`src/rtl/usb_proto_pkg.sv`:
```
// Shared definitions for the USB FIFO bridge: protocol bytes, ERR bit layout
// and the read-strobe tracker state encoding.
package usb_proto_pkg;

  localparam logic [7:0] REQUEST_BYTE   = 8'h6C;
  localparam logic [7:0] CONFIRM_BYTE   = 8'h6D;
  localparam logic [7:0] START_REC_BYTE = 8'h73;

  localparam int ERR_W           = 3;
  localparam int ERR_RX_OVF      = 0;
  localparam int ERR_RD_UNDERRUN = 1;
  localparam int ERR_TX_OVF      = 2;

  // RD_REJECT marks a strobe that began on an empty RX FIFO and must not pop.
  typedef enum logic [1:0] {
    RD_IDLE,
    RD_ACTIVE,
    RD_REJECT
  } rd_state_e;

endpackage

```
`src/rtl/usb_byte_fifo.sv`:
```
// Synchronous byte FIFO with registered occupancy; push while full and pop
// while empty are ignored.
module usb_byte_fifo #(
  parameter int DEPTH = 8,
  localparam int PTR_W = $clog2(DEPTH),
  localparam int CNT_W = $clog2(DEPTH + 1)
) (
  input  logic             clk,
  input  logic             rst,
  input  logic             push,
  input  logic [7:0]       wdata,
  input  logic             pop,
  output logic [7:0]       rdata,
  output logic             full,
  output logic             empty,
  output logic [CNT_W-1:0] count
);

  localparam logic [PTR_W-1:0] PTR_ONE = PTR_W'(1);
  localparam logic [CNT_W-1:0] CNT_ONE = CNT_W'(1);

  logic [7:0]       mem [DEPTH];
  logic [PTR_W-1:0] wr_ptr;
  logic [PTR_W-1:0] rd_ptr;
  logic             do_push;
  logic             do_pop;

  assign full    = (count == CNT_W'(DEPTH));
  assign empty   = (count == '0);
  assign do_push = push && !full;
  assign do_pop  = pop && !empty;
  assign rdata   = mem[rd_ptr];

  always_ff @(posedge clk) begin
    if (do_push) begin
      mem[wr_ptr] <= wdata;
    end
  end

  // Pointers wrap naturally because DEPTH is a power of two.
  always_ff @(posedge clk or posedge rst) begin
    if (rst) begin
      wr_ptr <= '0;
      rd_ptr <= '0;
      count  <= '0;
    end else begin
      if (do_push) begin
        wr_ptr <= wr_ptr + PTR_ONE;
      end
      if (do_pop) begin
        rd_ptr <= rd_ptr + PTR_ONE;
      end
      case ({do_push, do_pop})
        2'b10:   count <= count + CNT_ONE;
        2'b01:   count <= count - CNT_ONE;
        default: count <= count;
      endcase
    end
  end

endmodule

```
`src/rtl/usb_fifo_responder.sv`:
```
// Device-side responder for an FT245-style parallel USB FIFO: controller
// strobes on one side, host-side push/pop on the other.
module usb_fifo_responder
  import usb_proto_pkg::*;
#(
  parameter int DEPTH   = 8,
  parameter int RXF_GAP = 1
) (
  input  logic             USB_CLK,
  input  logic             RST,
  input  logic             OE_N,
  input  logic             RD_N,
  input  logic             WR_N,
  input  logic [7:0]       DIN,
  output logic [7:0]       DOUT,
  output logic             RXF_N,
  output logic             TXE_N,
  input  logic             HOST_PUSH,
  input  logic [7:0]       HOST_WDATA,
  output logic             HOST_FULL,
  input  logic             HOST_POP,
  output logic [7:0]       HOST_RDATA,
  output logic             HOST_VALID,
  output logic [ERR_W-1:0] ERR
);

  localparam int CNT_W = $clog2(DEPTH + 1);
  localparam int GAP_W = (RXF_GAP < 1) ? 1 : $clog2(RXF_GAP + 1);
  localparam logic [GAP_W-1:0] GAP_LOAD = GAP_W'(RXF_GAP);
  localparam logic [GAP_W-1:0] GAP_ONE  = GAP_W'(1);

  logic [7:0]       rx_head;
  logic             rx_full;
  logic             rx_empty;
  logic [CNT_W-1:0] rx_count;
  logic             rx_pop;

  logic [7:0]       tx_head;
  logic             tx_full;
  logic             tx_empty;
  logic [CNT_W-1:0] tx_count;

  rd_state_e        rd_state;
  rd_state_e        rd_next;
  logic             wr_prev_n;
  logic             wr_edge;
  logic             txe_hold;
  logic [GAP_W-1:0] gap_cnt;

  usb_byte_fifo #(.DEPTH(DEPTH)) u_rx_fifo (
    .clk   (USB_CLK),
    .rst   (RST),
    .push  (HOST_PUSH),
    .wdata (HOST_WDATA),
    .pop   (rx_pop),
    .rdata (rx_head),
    .full  (rx_full),
    .empty (rx_empty),
    .count (rx_count)
  );

  usb_byte_fifo #(.DEPTH(DEPTH)) u_tx_fifo (
    .clk   (USB_CLK),
    .rst   (RST),
    .push  (wr_edge),
    .wdata (DIN),
    .pop   (HOST_POP),
    .rdata (tx_head),
    .full  (tx_full),
    .empty (tx_empty),
    .count (tx_count)
  );

  always_ff @(posedge USB_CLK or posedge RST) begin
    if (RST) begin
      rd_state <= RD_IDLE;
    end else begin
      rd_state <= rd_next;
    end
  end

  // A strobe decides at its leading edge whether it will pop on completion.
  always_comb begin
    rd_next = rd_state;
    rx_pop  = 1'b0;
    case (rd_state)
      RD_IDLE: begin
        if (!RD_N) begin
          rd_next = rx_empty ? RD_REJECT : RD_ACTIVE;
        end
      end
      RD_ACTIVE: begin
        if (RD_N) begin
          rd_next = RD_IDLE;
          rx_pop  = 1'b1;
        end
      end
      RD_REJECT: begin
        if (RD_N) begin
          rd_next = RD_IDLE;
        end
      end
      default: rd_next = RD_IDLE;
    endcase
  end

  assign wr_edge = wr_prev_n && !WR_N;

  always_ff @(posedge USB_CLK or posedge RST) begin
    if (RST) begin
      wr_prev_n <= 1'b1;
      txe_hold  <= 1'b0;
      gap_cnt   <= '0;
      ERR       <= '0;
    end else begin
      wr_prev_n <= WR_N;
      txe_hold  <= wr_edge && !tx_full;
      if (rx_pop) begin
        gap_cnt <= GAP_LOAD;
      end else if (gap_cnt != '0) begin
        gap_cnt <= gap_cnt - GAP_ONE;
      end
      if (HOST_PUSH && rx_full) begin
        ERR[ERR_RX_OVF] <= 1'b1;
      end
      if (!RD_N && rx_empty) begin
        ERR[ERR_RD_UNDERRUN] <= 1'b1;
      end
      if (wr_edge && (tx_count == CNT_W'(DEPTH))) begin
        ERR[ERR_TX_OVF] <= 1'b1;
      end
    end
  end

  assign RXF_N      = !((rx_count != '0) && (gap_cnt == '0));
  assign DOUT       = (!OE_N && (rx_count != '0)) ? rx_head : 8'h00;
  assign TXE_N      = tx_full || txe_hold;
  assign HOST_FULL  = rx_full;
  assign HOST_VALID = !tx_empty;
  assign HOST_RDATA = tx_empty ? 8'h00 : tx_head;

endmodule

```
`config.mk`:
```
export PLATFORM = sky130hd
export DESIGN_NAME = usb_fifo_responder
export DESIGN_NICKNAME = d
export VERILOG_FILES = /design/src/rtl/usb_proto_pkg.sv /design/src/rtl/usb_byte_fifo.sv /design/src/rtl/usb_fifo_responder.sv
export SDC_FILE = /design/constraint.sdc
export NUM_CORES = 1
export LEC_CHECK = 0
export ABC_CLOCK_PERIOD_IN_PS = 4000
export BUFFER_PORTS_ARGS = -buffer_cell sky130_fd_sc_hd__buf_2
export CAP_MARGIN = 20
export CORE_MARGIN = 2
export CORE_UTILIZATION = 35
export DETAILED_ROUTE_END_ITERATION = 10
export PLACE_DENSITY = 0.48
export SETUP_SLACK_MARGIN = 0.2
export SLEW_MARGIN = 0
export SYNTH_ARGS = -nofsm -noshare
export SYNTH_HDL_FRONTEND = slang
export SYNTH_SLANG_ARGS = --single-unit
```
`constraint.sdc`:
```
create_clock -name USB_CLK -period 4 [get_ports USB_CLK]
set_input_delay 0.8 -clock USB_CLK [delete_from_list [all_inputs] [get_ports USB_CLK]]
set_output_delay 0.8 -clock USB_CLK [all_outputs]
set_load 0.01 [all_outputs]
```
==> metrics <==
Post-CTS Setup Repair Bufs=0; largest net degree at the start of global routing=19; worst r2r dst=u_rx_fifo.count[2]; Syn Std Cell Area=6410 µm²; Synth Flop Type=edfxtp_1; grt total ovfl=0; switching pwr=1.76 mW; Via density=4.82; average size of a mapped cell=18.3 µm²; Fill cells=1603; port buffer count=45; Final Non-Filler Cells=654; worst setup path end=DOUT[1]; Clk Latency, worst-skew pair=0.43 ns; Synth top area share=0.599; Sw Ratio=0.319; crit path launch type=flip-flop; total core area=18000 µm²; final clock period utilization by the worst path=0.789; Worst Path Max Fanout=11; Clock power frac=0.296; reg2reg start=u_rx_fifo.count[1]; CTS H-tree depth=4; FF+latch count, synth=156; async set-reset flop share out of synthesis=0.179; clock skew=0.0102 ns; Final Max Slew Viols=0; Hold/Removal Path Class=in2async; DRC viols=0; total CTS buffers=17; DP HPWL=7.72 mm; R2R Setup Slk=1.41 ns; vias in the first global route=3398; Total Neg Setup Slack=0 ns; max_slew headroom=0.290; initial DRC count=133; Power Total=5.51 mW; outcome=finished clean; fraction of layout cells with a size suffix above 1=0.327; final wirelength=12.2 mm; clock transition at the registers of the reported paths=0.07 ns; Final ANT Viol Nets=0; GP Congestion=0.727; Pwr Density=727 nW/µm²; total track usage=0.136; Max Cap Viol=0; leakage power=2.74 nW; Synth area leader=edfxtp_1; synth unique cells=42; RSZ-0062 raised after global routing=false; Storage cell area=4550 µm²; CTS resizes=0; slew of the pin with the lowest slew margin=1.06 ns; IO Count=46; maximum VDD drop=0.378 mV; sequential element share of the synthesized area=0.709; Layout Nets=447; area of the multi-input gates=1760 µm²; Synthesized Nets=386; Initial Utilization=0.357; CTS Sinks=156; n_diodes=0; Hold WS=0.442 ns; fin crit period=3.16 ns; first-pass GRT wire length=19.5 mm; initial antenna violation count=0; Die ar.=19400 µm²; Comb pwr share=0.266; placed cell count=622; Post-Syn Instances=351; DR pass1 iterations=5; cells on worst reg2reg path=10; most area-consuming cells after synthesis=edfxtp_1 (60%), mux4_2 (11%), dfrtp_1 (11%), mux2i_1 (2.8%), ha_1 (2.3%); nature of the critical path endpoint=primary output; Yosys warning total=0; worst setup path startpoint=u_rx_fifo.rd_ptr[0]; Req. time, crit path=3.20 ns; Final Hold Vio Count=0; final setup vio count=0; Die Width=139 µm; Area Growth Syn to Fin=18.1%; row count=49; Die Ht=139 µm; Max Root-Sink Buffers=2; share of power burned in registers=0.438; routed wire length per instance=18.7 µm; internal power=3.75 mW; CTS root buf=clkbuf_16; max frequency=0.317 GHz; CP Data Arrival Time=2.36 ns; Vias=3152; kind of critical path=reg2out; Post-synth EDFFs=128; cts hold-fix bufs=0; CTS tree=built
-- cell type report --
cell class,count,share of cell area
Tap cell,229,0.0378
Clock inverter,15,0.0226
Multi-Input combinational cell,171,0.233
Timing Repair Buffer,58,0.0469
Inverter,8,0.00396
Sequential cell,156,0.600
Clock buffer,17,0.0561
-- worst max-delay path, stage by stage, from the launching register on --
cell     delay (ns)
dfrtp_1        0.75
buf_4          0.33
mux4_2         0.52
mux2i_1        0.14
nor2_1         0.05
buf_2          0.14
-- flip-flops by register name (all words and copies together) (netlist names) --
| signal | cells |
|---|---|
| wr_prev_n | 1 |
| u_rx_fifo.count | 4 |
| ERR | 3 |
| rd_state | 2 |
| u_tx_fifo.rd_ptr | 3 |
| u_tx_fifo.count | 4 |
| gap_cnt | 1 |
| u_tx_fifo.mem | 64 |
| u_rx_fifo.wr_ptr | 3 |
| u_rx_fifo.mem | 64 |
| u_rx_fifo.rd_ptr | 3 |
| u_tx_fifo.wr_ptr | 3 |
| txe_hold | 1 |
-- cells in the final DEF (no fill, tap or decap), types with 6 or more instances in the layout --
cell       Yosys  final
nand2b_1       6      6
buf_2          6     45
mux4_2        32     32
mux2i_1       18     18
ha_1          12     12
xnor2_1        8      8
clkbuf_16      0     17
inv_8          0      8
dfrtp_1       27     27
xor2_1        10     10
inv_1          6      6
edfxtp_1     128    128
nand2_1       13     13
buf_4          0     11
nor2_1        29     29
-- power by group through the flow --
stage	clock network [mW]	registers (mW)	logic [mW]
after floorplan	0	2.20	1.26
after global placement	0	2.45	1.47
after CTS	1.68	2.43	1.51
after global routing	1.75	2.47	1.63
after detailed placement	0	2.46	1.51
final	1.63	2.41	1.47
-- logic make-up after synthesis --
kind of cell,synth area share
flops,0.709
simple gates,0.0612
mux,0.150
buf+inv,0.0187
xor+xnor,0.0246
compound gates,0.0131
fa+ha+maj,0.0234
-- worst min path at each step --
stage | startpoint | end | slack [ns] | depth (start not counted)
4_1_cts | RST | u_tx_fifo.count[2] | 0.45 | 2
3_3_place_gp | ERR[0] | ERR[0] | 0.43 | 1
3_5_place_dp | ERR[1] | ERR[1] | 0.44 | 1
5_1_grt | WR_N | wr_prev_n | 0.47 | 1
2_1_floorplan | u_tx_fifo.wr_ptr[0] | u_tx_fifo.wr_ptr[0] | 0.48 | 1
6_report | RST | u_tx_fifo.count[2] | 0.44 | 2
-- cell usage after synthesis, types with 3 or more instances --
| library cell | instances |
|---|---|
| a21oi_1 | 3 |
| xnor2_1 | 8 |
| nor3_1 | 6 |
| mux2i_1 | 18 |
| buf_1 | 3 |
| o21ai_0 | 4 |
| mux2_2 | 3 |
| clkbuf_1 | 4 |
| dfrtp_1 | 27 |
| edfxtp_1 | 128 |
| ha_1 | 12 |
| buf_2 | 6 |
| nand2_1 | 13 |
| nor2_1 | 29 |
| xor2_1 | 10 |
| buf_6 | 3 |
| nand2b_1 | 6 |
| inv_1 | 6 |
| mux4_2 | 32 |
-- layer usage --
metal	GRT usage	part of all wire	up-vias
met2	0.224	0.51	51
met5	0	0	-
met1	0.171	0.44	1604
met4	0.0526	0.013	0
li1	-	-	1484
met3	0.0389	0.036	13
-- stage by stage --
step	utilization	setup WS (ns)	area [µm²]
after floorplan	-	1.40	6410
after global placement	0.387	1.25	6950
after detailed placement	0.389	1.21	6980
after CTS	0.422	0.746	7580
after global routing	0.422	0.649	7580
final	0.422	0.844	7580
Power figures use the tool's default switching activity.
